--- config.mk ---
export PLATFORM = sky130hd
export DESIGN_NAME = sobel_obf_sched_flat
export DESIGN_NICKNAME = d
export VERILOG_FILES = /design/src/rtl/sobel_obf_sched_if.sv /design/src/rtl/sobel_obf_sched.sv /design/src/flat_wrapper.sv
export SDC_FILE = /design/constraint.sdc
export NUM_CORES = 1
export LEC_CHECK = 0
export ABC_CLOCK_PERIOD_IN_PS = 3600
export BUFFER_PORTS_ARGS = -buffer_cell sky130_fd_sc_hd__clkbuf_2
export CORE_UTILIZATION = 39
export DETAILED_ROUTE_END_ITERATION = 16
export PLACE_DENSITY = 0.62
export SETUP_SLACK_MARGIN = 0.05
export SYNTH_ARGS = -nofsm -noshare
export SYNTH_HDL_FRONTEND = slang
export SYNTH_SLANG_ARGS = --single-unit
--- constraint.sdc ---
create_clock -name ap_clk -period 3.6 [get_ports ap_clk]
set_clock_uncertainty 0.1 [all_clocks]
set_input_delay 0.72 -clock ap_clk [delete_from_list [all_inputs] [get_ports ap_clk]]
set_output_delay 0.72 -clock ap_clk [all_outputs]
set_load 0.05 [all_outputs]
--- src/rtl/sobel_obf_sched_if.sv ---
`default_nettype none
// ============================================================================
// Module   : sobel_obf_sched_if
// Brief    : Host request/response and Sobel core control bundle for the
//            frame scheduler. slave = scheduler side, master = host/core side.
// Revision : 1.0
// ============================================================================
interface sobel_obf_sched_if #(
    parameter int unsigned KEY_W = 3
) ();
    logic             req_valid;
    logic             req_ready;
    logic [KEY_W-1:0] req_key;
    logic             core_ap_start;
    logic             core_ap_done;
    logic             core_ap_idle;
    logic [KEY_W-1:0] core_working_key;
    logic             core_rst;
    logic             resp_valid;
    logic             resp_ready;
    logic [1:0]       resp_status;
    logic [23:0]      resp_cycles;
    logic [15:0]      frame_cnt;

    modport slave (
        input  req_valid, req_key, core_ap_done, core_ap_idle, resp_ready,
        output req_ready, core_ap_start, core_working_key, core_rst,
               resp_valid, resp_status, resp_cycles, frame_cnt
    );

    modport master (
        output req_valid, req_key, core_ap_done, core_ap_idle, resp_ready,
        input  req_ready, core_ap_start, core_working_key, core_rst,
               resp_valid, resp_status, resp_cycles, frame_cnt
    );
endinterface
`default_nettype wire

--- src/rtl/sobel_obf_sched.sv ---
`default_nettype none
// ============================================================================
// Module   : sobel_obf_sched
// Brief    : Job scheduler and watchdog for the key-obfuscated Sobel core.
//            Optional macro SOBEL_SCHED_KEY_HIDE_EN zeroes the key pins
//            outside RUN/FLUSH.
// Revision : 1.0
// ============================================================================
module sobel_obf_sched #(
    parameter int unsigned KEY_W          = 3,
    parameter int unsigned TIMEOUT_CYCLES = 24'hFF_FFFF,
    parameter int unsigned RST_CYCLES     = 4
) (
    input  logic             ap_clk,
    input  logic             ap_rst,
    sobel_obf_sched_if.slave bus
);

    localparam logic [1:0]  c_IDLE       = 2'd0;
    localparam logic [1:0]  c_RUN        = 2'd1;
    localparam logic [1:0]  c_FLUSH      = 2'd2;
    localparam logic [1:0]  c_RESP       = 2'd3;
    localparam logic [1:0]  c_ST_OK      = 2'b00;
    localparam logic [1:0]  c_ST_TIMEOUT = 2'b01;
    localparam logic [23:0] c_TO_LAST    = 24'(TIMEOUT_CYCLES - 1);
    localparam logic [23:0] c_TO_VAL     = 24'(TIMEOUT_CYCLES);
    localparam logic [3:0]  c_FL_LAST    = 4'(RST_CYCLES - 1);

    logic [1:0]       state_q,  state_d;
    logic [23:0]      cyc_q,    cyc_d;
    logic [3:0]       flush_q,  flush_d;
    logic [KEY_W-1:0] key_q,    key_d;
    logic [1:0]       status_q, status_d;
    logic [23:0]      cycles_q, cycles_d;
    logic [15:0]      frame_q,  frame_d;
    logic             idle_q, start_q, crst_q, resp_valid_q;
    logic             w_accept;

    // req_ready is the only output with a combinational path (core_ap_idle).
    assign bus.req_ready = idle_q & bus.core_ap_idle;
    assign w_accept      = (state_q == c_IDLE) && idle_q && bus.core_ap_idle && bus.req_valid;

    always_comb begin
        state_d  = state_q;
        cyc_d    = cyc_q;
        flush_d  = flush_q;
        key_d    = key_q;
        status_d = status_q;
        cycles_d = cycles_q;
        frame_d  = frame_q;
        case (state_q)
            c_IDLE: begin
                if (w_accept) begin
                    key_d   = bus.req_key;
                    cyc_d   = '0;
                    flush_d = '0;
                    state_d = c_RUN;
                end
            end
            c_RUN: begin
                cyc_d = cyc_q + 24'd1;
                // Done has priority over the watchdog on the same cycle.
                if (bus.core_ap_done) begin
                    cycles_d = cyc_q + 24'd1;
                    status_d = c_ST_OK;
                    state_d  = c_RESP;
                end else if (cyc_q == c_TO_LAST) begin
                    cycles_d = c_TO_VAL;
                    status_d = c_ST_TIMEOUT;
                    state_d  = c_FLUSH;
                end
            end
            c_FLUSH: begin
                if (flush_q == c_FL_LAST) begin
                    state_d = c_RESP;
                end else begin
                    flush_d = flush_q + 4'd1;
                end
            end
            c_RESP: begin
                if (bus.resp_ready) begin
                    state_d = c_IDLE;
                    if (status_q == c_ST_OK) begin
                        frame_d = frame_q + 16'd1;
                    end
                end
            end
            default: state_d = c_IDLE;
        endcase
    end

    always_ff @(posedge ap_clk or posedge ap_rst) begin
        if (ap_rst) begin
            state_q      <= c_IDLE;
            cyc_q        <= '0;
            flush_q      <= '0;
            key_q        <= '0;
            status_q     <= c_ST_OK;
            cycles_q     <= '0;
            frame_q      <= '0;
            idle_q       <= 1'b0;
            start_q      <= 1'b0;
            crst_q       <= 1'b0;
            resp_valid_q <= 1'b0;
        end else begin
            state_q      <= state_d;
            cyc_q        <= cyc_d;
            flush_q      <= flush_d;
            key_q        <= key_d;
            status_q     <= status_d;
            cycles_q     <= cycles_d;
            frame_q      <= frame_d;
            idle_q       <= (state_d == c_IDLE);
            start_q      <= (state_d == c_RUN);
            crst_q       <= (state_d == c_FLUSH);
            resp_valid_q <= (state_d == c_RESP);
        end
    end

`ifdef SOBEL_SCHED_KEY_HIDE_EN
    logic [KEY_W-1:0] wkey_q;

    always_ff @(posedge ap_clk or posedge ap_rst) begin
        if (ap_rst) begin
            wkey_q <= '0;
        end else if ((state_d == c_RUN) || (state_d == c_FLUSH)) begin
            wkey_q <= key_d;
        end else begin
            wkey_q <= '0;
        end
    end

    assign bus.core_working_key = wkey_q;
`else
    assign bus.core_working_key = key_q;
`endif

    assign bus.core_ap_start = start_q;
    assign bus.core_rst      = crst_q;
    assign bus.resp_valid    = resp_valid_q;
    assign bus.resp_status   = status_q;
    assign bus.resp_cycles   = cycles_q;
    assign bus.frame_cnt     = frame_q;

endmodule
`default_nettype wire

--- src/flat_wrapper.sv ---
// flat-port wrapper written by rule: the top's interface ports become plain ports
module sobel_obf_sched_flat 
#(
    parameter int unsigned KEY_W          = 3,
    parameter int unsigned TIMEOUT_CYCLES = 24'hFF_FFFF,
    parameter int unsigned RST_CYCLES     = 4
)
  (ap_clk, ap_rst, bus_req_valid, bus_req_key, bus_core_ap_done, bus_core_ap_idle, bus_resp_ready, bus_req_ready, bus_core_ap_start, bus_core_working_key, bus_core_rst, bus_resp_valid, bus_resp_status, bus_resp_cycles, bus_frame_cnt);
  sobel_obf_sched_if #(.KEY_W(KEY_W)) bus_i ();
  input  logic ap_clk;
  input  logic ap_rst;
  input wire logic [$bits(bus_i.req_valid)-1:0] bus_req_valid;
  input wire logic [$bits(bus_i.req_key)-1:0] bus_req_key;
  input wire logic [$bits(bus_i.core_ap_done)-1:0] bus_core_ap_done;
  input wire logic [$bits(bus_i.core_ap_idle)-1:0] bus_core_ap_idle;
  input wire logic [$bits(bus_i.resp_ready)-1:0] bus_resp_ready;
  output wire logic [$bits(bus_i.req_ready)-1:0] bus_req_ready;
  output wire logic [$bits(bus_i.core_ap_start)-1:0] bus_core_ap_start;
  output wire logic [$bits(bus_i.core_working_key)-1:0] bus_core_working_key;
  output wire logic [$bits(bus_i.core_rst)-1:0] bus_core_rst;
  output wire logic [$bits(bus_i.resp_valid)-1:0] bus_resp_valid;
  output wire logic [$bits(bus_i.resp_status)-1:0] bus_resp_status;
  output wire logic [$bits(bus_i.resp_cycles)-1:0] bus_resp_cycles;
  output wire logic [$bits(bus_i.frame_cnt)-1:0] bus_frame_cnt;
  assign bus_i.req_valid = bus_req_valid;
  assign bus_i.req_key = bus_req_key;
  assign bus_i.core_ap_done = bus_core_ap_done;
  assign bus_i.core_ap_idle = bus_core_ap_idle;
  assign bus_i.resp_ready = bus_resp_ready;
  assign bus_req_ready = bus_i.req_ready;
  assign bus_core_ap_start = bus_i.core_ap_start;
  assign bus_core_working_key = bus_i.core_working_key;
  assign bus_core_rst = bus_i.core_rst;
  assign bus_resp_valid = bus_i.resp_valid;
  assign bus_resp_status = bus_i.resp_status;
  assign bus_resp_cycles = bus_i.resp_cycles;
  assign bus_frame_cnt = bus_i.frame_cnt;
  sobel_obf_sched #(.KEY_W(KEY_W), .TIMEOUT_CYCLES(TIMEOUT_CYCLES), .RST_CYCLES(RST_CYCLES)) u_core (.ap_clk(ap_clk), .ap_rst(ap_rst), .bus(bus_i));
endmodule
==> flow_summary.json, run 1 <==
{
  "synthDistinctLibCells": 43,
  "grt.total_usage_pct": 17.1,
  "powerDensity_nw_per_um2": 845,
  "die_w_um": 100,
  "grt-ovfl-total": 0,
  "hold_viol_final": 0,
  "status": "completed",
  "startpoint_type": "flop",
  "cp_max_fo": 25,
  "post_drt_wl_per_cell_um": 14.5,
  "avgViaCountPerCell": 5.24,
  "nNetsFinal": 419,
  "async_reset_ff_share_pct": 100,
  "root_buffer": "clkbuf_8",
  "io-pin-count": 58,
  "rsz0062_at_grt": "false",
  "leakagePower_nw": 1.96,
  "drt_iter0_drc": 175,
  "ys.flop_type": "dfrtp_1",
  "dr.pass1.iters": 5,
  "cts_setup_buffers": 0,
  "vdd_drop_max_uv": 486,
  "arrival_ns": 2.57,
  "netlist_area_um2": 3770,
  "synth.avg_cell_area_um2": 10.5,
  "finalPower_mw": 3.66,
  "fillers": 901,
  "final_layout_size_suffix_gt1_share_pct": 21.2,
  "setup_viol": 0,
  "grt_max_degree": 36,
  "relSlewSlack_pct": 30.9,
  "die_y_um": 100,
  "insertion_delay_ns": 0.35,
  "cp-end-kind": "flop",
  "fin_crit_ns": 2.48,
  "synth_edf_count": 0,
  "yosys_warnings": 0,
  "syn_to_final_growth_pct": 14.7,
  "drv_cap": 0,
  "core_region_area_um2": 9330,
  "syn-instance-count": 358,
  "rows": 35,
  "start_util_pct": 40.5,
  "postRouteAntennaNets": 0,
  "dieArea_um2": 10100,
  "setup_tns_ns": 0,
  "routed_wl_um": 7840,
  "fmax_mhz": 404,
  "cts_hold_buffers": 0,
  "htree_num_levels": 3,
  "worstSetupPathType": "flop to flop",
  "synth_largest_area_cell": "dfrtp_1",
  "antenna_cells": 0,
  "period_share_pct": 68.8,
  "syn_nets": 371,
  "vias": 2832,
  "grt_pass1_wl_um": 13500,
  "cts_buffer_depth": 2,
  "synth_top_area_share_pct": 51.7,
  "synth_seq_area_share_pct": 51.7,
  "dp_hpwl_um": 5340,
  "synth.top_cells.by_area": "dfrtp_1, xnor2_1, a2bb2oi_1, o21ai_0, nand2_1",
  "required_ns": 3.69,
  "fin_ws_ns": 1.12,
  "clock_sinks": 78,
  "cts_made_buffers": 9,
  "place_congestion": 0.784,
  "min_path_type": "input pin to asynchronous set/reset pin",
  "drc": 0,
  "slew_violations": 0,
  "antenna_found_initial": 0,
  "cts_tree": "built",
  "clk_pin_slew_ns": 0.08,
  "fin_util_pct": 46.4,
  "grt_pass1_vias": 2740,
  "post_cts_resized": 0,
  "io_buffers": 56,
  "ys_seq_elements": 78,
  "worst_pin_slew_ns": 1.04,
  "post-place-ws_ns": 1.11
}
## layer usage
layer | GRT usage [%] | wire [um] | vias to the layer above
met4 | 6.80 | 127 | 0
li1 | - | - | 1374
met1 | 24.3 | 3820 | 1389
met2 | 26.0 | 3610 | 58
met5 | 0 | 0 | -
met3 | 3.20 | 285 | 11
## power by group
group	switching, mW	internal, mW
Combinational	1.15	0.465
Clock	0.312	0.358
Sequential	0.234	1.14
Total	1.69	1.97
## flip-flops by register name, summed over array words and instances (netlist names)
register,flops
u_core.bus.core_working_key,3
u_core.bus.core_rst,1
u_core.bus.core_ap_start,1
u_core.bus.resp_valid,1
u_core.cyc_q,24
u_core.state_q,2
u_core.bus.resp_status,1
u_core.bus.resp_cycles,24
u_core.flush_q,4
u_core.idle_q,1
u_core.bus.frame_cnt,16
## stage by stage
stage,area (um2),instances,hold slack (ns)
global route,4330,540,0.396
CTS,4330,540,0.381
finish,4330,540,0.377
floorplan,3770,358,0.387
detailed placement,4130,524,0.362
global placement,4130,524,0.361
## cell type report
type / instances / area, um2 / share of cell area (%)
clock buffer: 13 / 159 / 3.67
multi-input combinational: 253 / 1690 / 39.0
timing repair buffer: 60 / 310 / 7.17
tap: 129 / 161 / 3.73
sequential: 78 / 1950 / 45.1
inverter: 4 / 15.0 / 0.347
clock inverter: 3 / 42.5 / 0.983
## worst max-delay path, stage by stage (launching register included)
cell and delay (ns):
dfrtp_1 0.53, nor2b_1 0.64, and2_1 0.90, a2bb2oi_1 0.16
## worst paths after layout
| kind | start | endpoint | slack, ns | depth (start not counted) |
|---|---|---|---|---|
| setup / recovery | u_core.state_q[0] | u_core.bus.resp_cycles[0] | 1.12 | 3 |
| min in group ap_clk | u_core.bus.core_working_key[1] | u_core.bus.core_working_key[1] | 0.38 | 2 |
| setup reg to reg | u_core.state_q[0] | u_core.bus.resp_cycles[0] | 1.12 | 3 |
| max in group asynchronous | ap_rst | u_core.bus.resp_cycles[10] | 2.18 | 3 |
| hold reg to reg | u_core.bus.core_working_key[1] | u_core.bus.core_working_key[1] | 0.38 | 2 |
| hold / removal | ap_rst | u_core.cyc_q[18] | 0.38 | 2 |
## cell usage after synthesis, drive strengths merged (6+ instances only)
| cell type | instances |
|---|---|
| nand3 | 17 |
| a31oi | 6 |
| nand4 | 14 |
| a2bb2oi | 24 |
| dfrtp | 78 |
| clkbuf | 10 |
| buf | 13 |
| o21ai | 27 |
| a21o | 6 |
| a21oi | 8 |
| nor3 | 6 |
| and3 | 7 |
| xnor2 | 27 |
| nor2 | 23 |
| nor3b | 6 |
| nand2 | 30 |
| xor2 | 11 |
| o31ai | 7 |
## kinds of logic (layout without fill, tap and decap cells)
| kind of cell | after synthesis | after routing | share of synthesized area, % |
|---|---|---|---|
| and+or+nand+nor | 123 | 123 | 18.3 |
| AOI/OAI and AO/OA | 84 | 84 | 15.3 |
| DFF | 78 | 78 | 51.7 |
| xor gates and xnor gates | 38 | 38 | 8.82 |
| buffers and inverters | 27 | 80 | 3.58 |
| adders and majority gates | 4 | 4 | 1.33 |
| muxes | 3 | 3 | 0.862 |
| other | 1 | 1 | 0.0993 |
## layout by cell type, fill, tap and decap left out, types with 5 or more instances in the layout
| cell type | n |
|---|---|
| a21o_1 | 6 |
| a21oi_1 | 8 |
| a2bb2oi_1 | 22 |
| a31oi_1 | 6 |
| and3_1 | 6 |
| clkbuf_2 | 56 |
| clkbuf_8 | 11 |
| dfrtp_1 | 78 |
| nand2_1 | 30 |
| nand3_1 | 17 |
| nand4_1 | 13 |
| nor2_1 | 23 |
| nor3b_1 | 5 |
| o21ai_0 | 27 |
| o31ai_1 | 7 |
| xnor2_1 | 27 |
| xor2_1 | 11 |
(Power assumes the default switching activity.)
==> run 2, diff against run 1 <==
- ABC_CLOCK_PERIOD_IN_PS: 3600 -> 2200
- PLACE_DENSITY: 0.62 -> 0.65
- clock period: 3.6 -> 2.2 ns (I/O delays scaled with it)
==> run 2 against run 1 <==
Against the previous run: via count is 1.7% higher; clock power is 47% higher; sequential power is 62% higher; worst hold slack worse by 0.20 ns; wire length is 0.19% lower; cell count is 2.8% higher; critical endpoint is now u_core.cyc_q[16].
==> flow_summary.json, run 2 (synthesized netlist as in run 1, its figures left out) <==
{
  "grt_pass1_wl_um": 13400,
  "regToRegSetupSlack_ns": 0.20,
  "cts_setup_buffers": 0,
  "fin_crit_ns": 2.00,
  "root_buffer": "clkbuf_8",
  "rsz0062_at_grt": "false",
  "routed_wl_um": 7820,
  "hold_ws_ns": 0.182,
  "place_congestion": 0.845,
  "fmax_mhz": 500,
  "drc": 0,
  "avgViaCountPerCell": 5.19,
  "grt_pass1_vias": 2782,
  "dieArea_um2": 10100,
  "setup_tns_ns": 0,
  "cts_made_buffers": 9,
  "clk_pin_slew_ns": 0.09,
  "clkPwrFrac_pct": 16.7,
  "cp-end-kind": "flop",
  "cp_max_fo": 5,
  "combPwrFrac_pct": 45.3,
  "post-place-ws_ns": 0.165,
  "die_y_um": 100,
  "setup_viol": 0,
  "fillers": 885,
  "clock_sinks": 78,
  "finalPower_mw": 5.90,
  "seq_area_um2": 1950,
  "p_int_mw": 3.08,
  "grt.total_usage_pct": 16.8,
  "switching_share_pct": 47.8,
  "grt_max_degree": 49,
  "core_region_area_um2": 9330,
  "rows": 35,
  "worstSetupPathType": "flop to flop",
  "grt-ovfl-total": 0,
  "mostFrequentLayoutCells": "dfrtp_1, clkbuf_2, nand2_1, xnor2_1, o21ai_0",
  "status": "completed",
  "antenna_cells": 0,
  "insertion_delay_ns": 0.35,
  "syn_to_final_growth_pct": 17.7,
  "relSlewSlack_pct": 66.0,
  "required_ns": 2.35,
  "multi_input_area_um2": 1690,
  "period_share_pct": 90.9,
  "dr.pass1.iters": 4,
  "vdd_drop_max_uv": 837,
  "arrival_ns": 2.15,
  "drt_iter0_drc": 181,
  "power_frac_seq_pct": 38.0,
  "final_layout_size_suffix_gt1_share_pct": 24.9,
  "final_common_cell": "dfrtp_1",
  "start_util_pct": 40.5,
  "nNetsFinal": 434,
  "worst_pin_slew_ns": 0.510,
  "powerDensity_nw_per_um2": 1330,
  "vias": 2880,
  "cts_buffer_depth": 2,
  "die_w_um": 100,
  "leakagePower_nw": 2.02,
  "post_drt_wl_per_cell_um": 14.1,
  "fin_ws_ns": 0.200,
  "io_buffers": 56,
  "cts_tree": "built",
  "hold_viol_final": 0,
  "io-pin-count": 58,
  "slew_violations": 0,
  "drv_cap": 0,
  "p_sw_mw": 2.82,
  "htree_num_levels": 3,
  "antenna_found_initial": 0,
  "dp_hpwl_um": 5480,
  "startpoint_type": "flop",
  "postRouteAntennaNets": 0,
  "min_path_type": "input pin to flop"
}
## run 2: final cells by class
type,instances,area share [%]
Sequential cell,78,44.0
Multi-Input combinational cell,253,38.1
Timing Repair Buffer,75,9.86
Tap cell,129,3.63
Clock buffer,9,2.79
Clock inverter,7,1.21
Inverter,4,0.423
## run 2: worst paths after layout
kind | depth (start not counted) | startpoint | to
setup / recovery | 6 | u_core.cyc_q[0] | u_core.cyc_q[16]
hold / removal | 3 | bus_req_key[0] | u_core.bus.core_working_key[0]
setup reg to reg | 6 | u_core.cyc_q[0] | u_core.cyc_q[16]
hold reg to reg | 2 | u_core.bus.core_working_key[1] | u_core.bus.core_working_key[1]
max in group asynchronous | 4 | ap_rst | u_core.idle_q
min in group asynchronous | 3 | ap_rst | u_core.bus.frame_cnt[11]
## run 2: stage by stage
step	cells	cell area (um2)	util [%]
6_report	555	4440	47.6
5_1_grt	555	4440	47.6
4_1_cts	555	4440	47.6
3_5_place_dp	538	4250	45.5
3_3_place_gp	538	4250	45.5
2_1_floorplan	358	3780	-
## run 2: timing repair
action	in CTS	in global routing
endpoints found under the hold margin	6	0
resized for setup	0	3
hold buffers	1	0
endpoints found under the setup margin	0	17
## run 2: worst max-delay path, cell delays in order, from the launching register on
cell	delay [ns]
dfrtp_1	0.45
ha_2	0.26
nand3_1	0.12
or3_4	0.39
nor2_1	0.24
o21ai_0	0.11
a22o_1	0.24
## run 2: per-layer routing
layer  vias up  part of all wire (%)  GRT usage [%]  routed length [um]
li1       1405                     -              -                   -
met1      1406                    48           22.9                3780
met2        62                    46           26.8                3630
met3         7                   4.2           3.76                 328
met4         0                   1.1           4.91                  85
met5         -                     0              0                   0
## run 2: power by group through the flow
stage / Clock, mW / Combinational, mW / Sequential (mW)
after detailed placement: 0 / 2.68 / 2.27
after CTS: 1.01 / 2.69 / 2.25
after floorplan: 0 / 1.10 / 3.24
after global placement: 0 / 2.65 / 2.26
final: 0.984 / 2.67 / 2.24
after global routing: 1.07 / 2.88 / 2.31
==> run 3, diff against run 2 <==
--- a/config.mk
+++ b/config.mk
@@ -8,4 +8,5 @@
 export ABC_CLOCK_PERIOD_IN_PS = 2200
 export BUFFER_PORTS_ARGS = -buffer_cell sky130_fd_sc_hd__clkbuf_2
+export CORE_ASPECT_RATIO = 0.5
 export CORE_UTILIZATION = 39
 export DETAILED_ROUTE_END_ITERATION = 16
==> constraint.sdc (replaced) <==
create_clock -name ap_clk -period 2.2 [get_ports ap_clk]
set_clock_uncertainty 0.1 [all_clocks]
set_input_delay 0.33 -clock ap_clk [delete_from_list [all_inputs] [get_ports ap_clk]]
set_output_delay 0.33 -clock ap_clk [all_outputs]
set_load 0.05 [all_outputs]
==> run 3 against run 2 <==
Against the previous run: the flow now finishes with violations (hold timing); worst hold slack worse by 0.20 ns; die area is 0.24% higher; sequential share of layout area is 1.9 points lower.
==> flow_summary.json, run 3 (synthesized netlist as in run 1, its figures left out) <==
{
  "reg2regPathDepth": 6,
  "startpoint_type": "flop",
  "core_region_area_um2": 9040,
  "post_drt_wl_per_cell_um": 14.5,
  "cp.depth": 6,
  "period_share_pct": 93.8,
  "postRouteAntennaNets": 0,
  "setup_tns_ns": 0,
  "htree_num_levels": 3,
  "grt_pass1_vias": 2825,
  "leakagePower_nw": 2.13,
  "fin_ws_ns": 0.136,
  "setup_viol": 0,
  "regToRegEndpoint": "u_core.cyc_q[18]",
  "syn_to_final_growth_pct": 22.9,
  "fmax_mhz": 484,
  "final_layout_size_suffix_gt1_share_pct": 26.1,
  "cts_hold_buffers": 0,
  "worstSetupPathType": "flop to flop",
  "start_util_pct": 41.8,
  "fin_area_um2": 4640,
  "nNetsFinal": 437,
  "dr.pass1.iters": 4,
  "cts_buffer_depth": 2,
  "grt_max_degree": 79,
  "slew_violations": 0,
  "mostFrequentLayoutCells": "dfrtp_1, clkbuf_2, nand2_1, xnor2_1, o21ai_0",
  "grt_pass1_wl_um": 13900,
  "rsz0062_at_grt": "true",
  "timing.rr.start": "u_core.cyc_q[1]",
  "io-pin-count": 58,
  "required_ns": 2.33,
  "cts_made_buffers": 9,
  "grt.total_usage_pct": 17.7,
  "place_congestion": 0.761,
  "avgViaCountPerCell": 5.13,
  "post-place-ws_ns": 0.117,
  "hold_ws_ns": -0.0136,
  "dp_hpwl_um": 5600,
  "powerDensity_nw_per_um2": 1440,
  "crit_path_top_delay_cell": "dfrtp_1",
  "dieArea_um2": 10100,
  "rows": 24,
  "drt_iter0_drc": 145,
  "hold_viol_final": 20,
  "insertion_delay_ns": 0.34,
  "drv_cap": 0,
  "cp-end-kind": "flop",
  "grt-ovfl-total": 0,
  "finalPower_mw": 6.69,
  "arrival_ns": 2.19,
  "die_y_um": 71.6,
  "routed_wl_um": 8110,
  "root_buffer": "clkbuf_16",
  "clk_pin_slew_ns": 0.06,
  "cp_num_buf_inv": 0,
  "crit_chain": "ha_2 > nand3_1 > or3_4 > nor3_2 > o21ai_0 > a21o_1",
  "die_w_um": 141,
  "final_common_cell": "dfrtp_1",
  "relSlewSlack_pct": 63.8,
  "clock_sinks": 78,
  "status": "complete, but fails checks",
  "startpoint": "u_core.cyc_q[1]",
  "cts_tree": "built",
  "place_area_um2": 4260,
  "vias": 2869,
  "vdd_drop_max_uv": 768,
  "cp-endpoint": "u_core.cyc_q[18]",
  "antenna_found_initial": 0,
  "antenna_cells": 0,
  "fillers": 852,
  "min_path_type": "input pin to asynchronous set/reset pin",
  "fin_crit_ns": 2.06,
  "crit_family": "simple AND/OR/NAND/NOR gates",
  "worst_pin_slew_ns": 0.542,
  "cp_max_fo": 5,
  "regToRegSetupSlack_ns": 0.14,
  "violations": "hold timing",
  "cpPeakStageDelay_ns": 0.44,
  "drc": 0,
  "io_buffers": 56
}
run 3: per-layer routing:
metal  share of wire, %  track usage [%]  up-vias
li1                   -                -     1420
met1                 51             24.9     1402
met2                 44             26.1       37
met3                3.4             5.15       10
met4                1.4             6.64        0
met5                  0                0        -
run 3: report_power, final:
part / switching (mW) / internal, mW / total, mW / leakage (nW)
registers: 0.359 / 1.87 / 2.23 / 1.00
logic: 1.92 / 0.815 / 2.74 / 0.952
clock network: 0.576 / 1.14 / 1.71 / 0.172
total: 2.86 / 3.83 / 6.69 / 2.13
run 3: timing repair:
item | 4_1_cts | 5_1_grt
gates resized for setup | 0 | 5
buffers inserted | 0 | 2
endpoints found under the setup margin | 0 | 16
run 3: through the flow:
stage / instances / utilization (%) / hold WS [ns]
finish: 559 / 51.3 / -0.0136
global route: 559 / 51.3 / 0.0303
CTS: 557 / 51.0 / 0.00505
detailed placement: 541 / 47.2 / 0.363
global placement: 541 / 47.2 / 0.359
floorplan: 358 / - / 0.326
run 3: how the worst min path moves through the flow:
stage,slack [ns],endpoint,from,depth (start not counted)
floorplan,0.33,u_core.bus.core_ap_start,bus_core_ap_done,1
global placement,0.36,u_core.bus.core_working_key[2],u_core.bus.core_working_key[2],2
detailed placement,0.36,u_core.bus.core_working_key[1],u_core.bus.core_working_key[1],2
CTS,0.005,u_core.bus.resp_status[0],ap_rst,3
global route,0.03,u_core.bus.core_working_key[0],ap_rst,3
finish,-0.01,u_core.bus.core_working_key[0],ap_rst,3
run 3: final cells by class:
cell class	instances	area, um2	area share [%]
timing repair buffer	78	458	9.87
inverter	4	18.8	0.405
clock inverter	6	109	2.35
clock buffer	10	239	5.15
multi-input combinational	253	1700	36.6
tap	130	163	3.51
sequential	78	1950	42.1
run 3: worst register-to-register path, stage by stage (launching register included):
cell and delay, ns:
dfrtp_1 0.44, ha_2 0.27, nand3_1 0.18, or3_4 0.41, nor3_2 0.27, o21ai_0 0.11, a21o_1 0.19
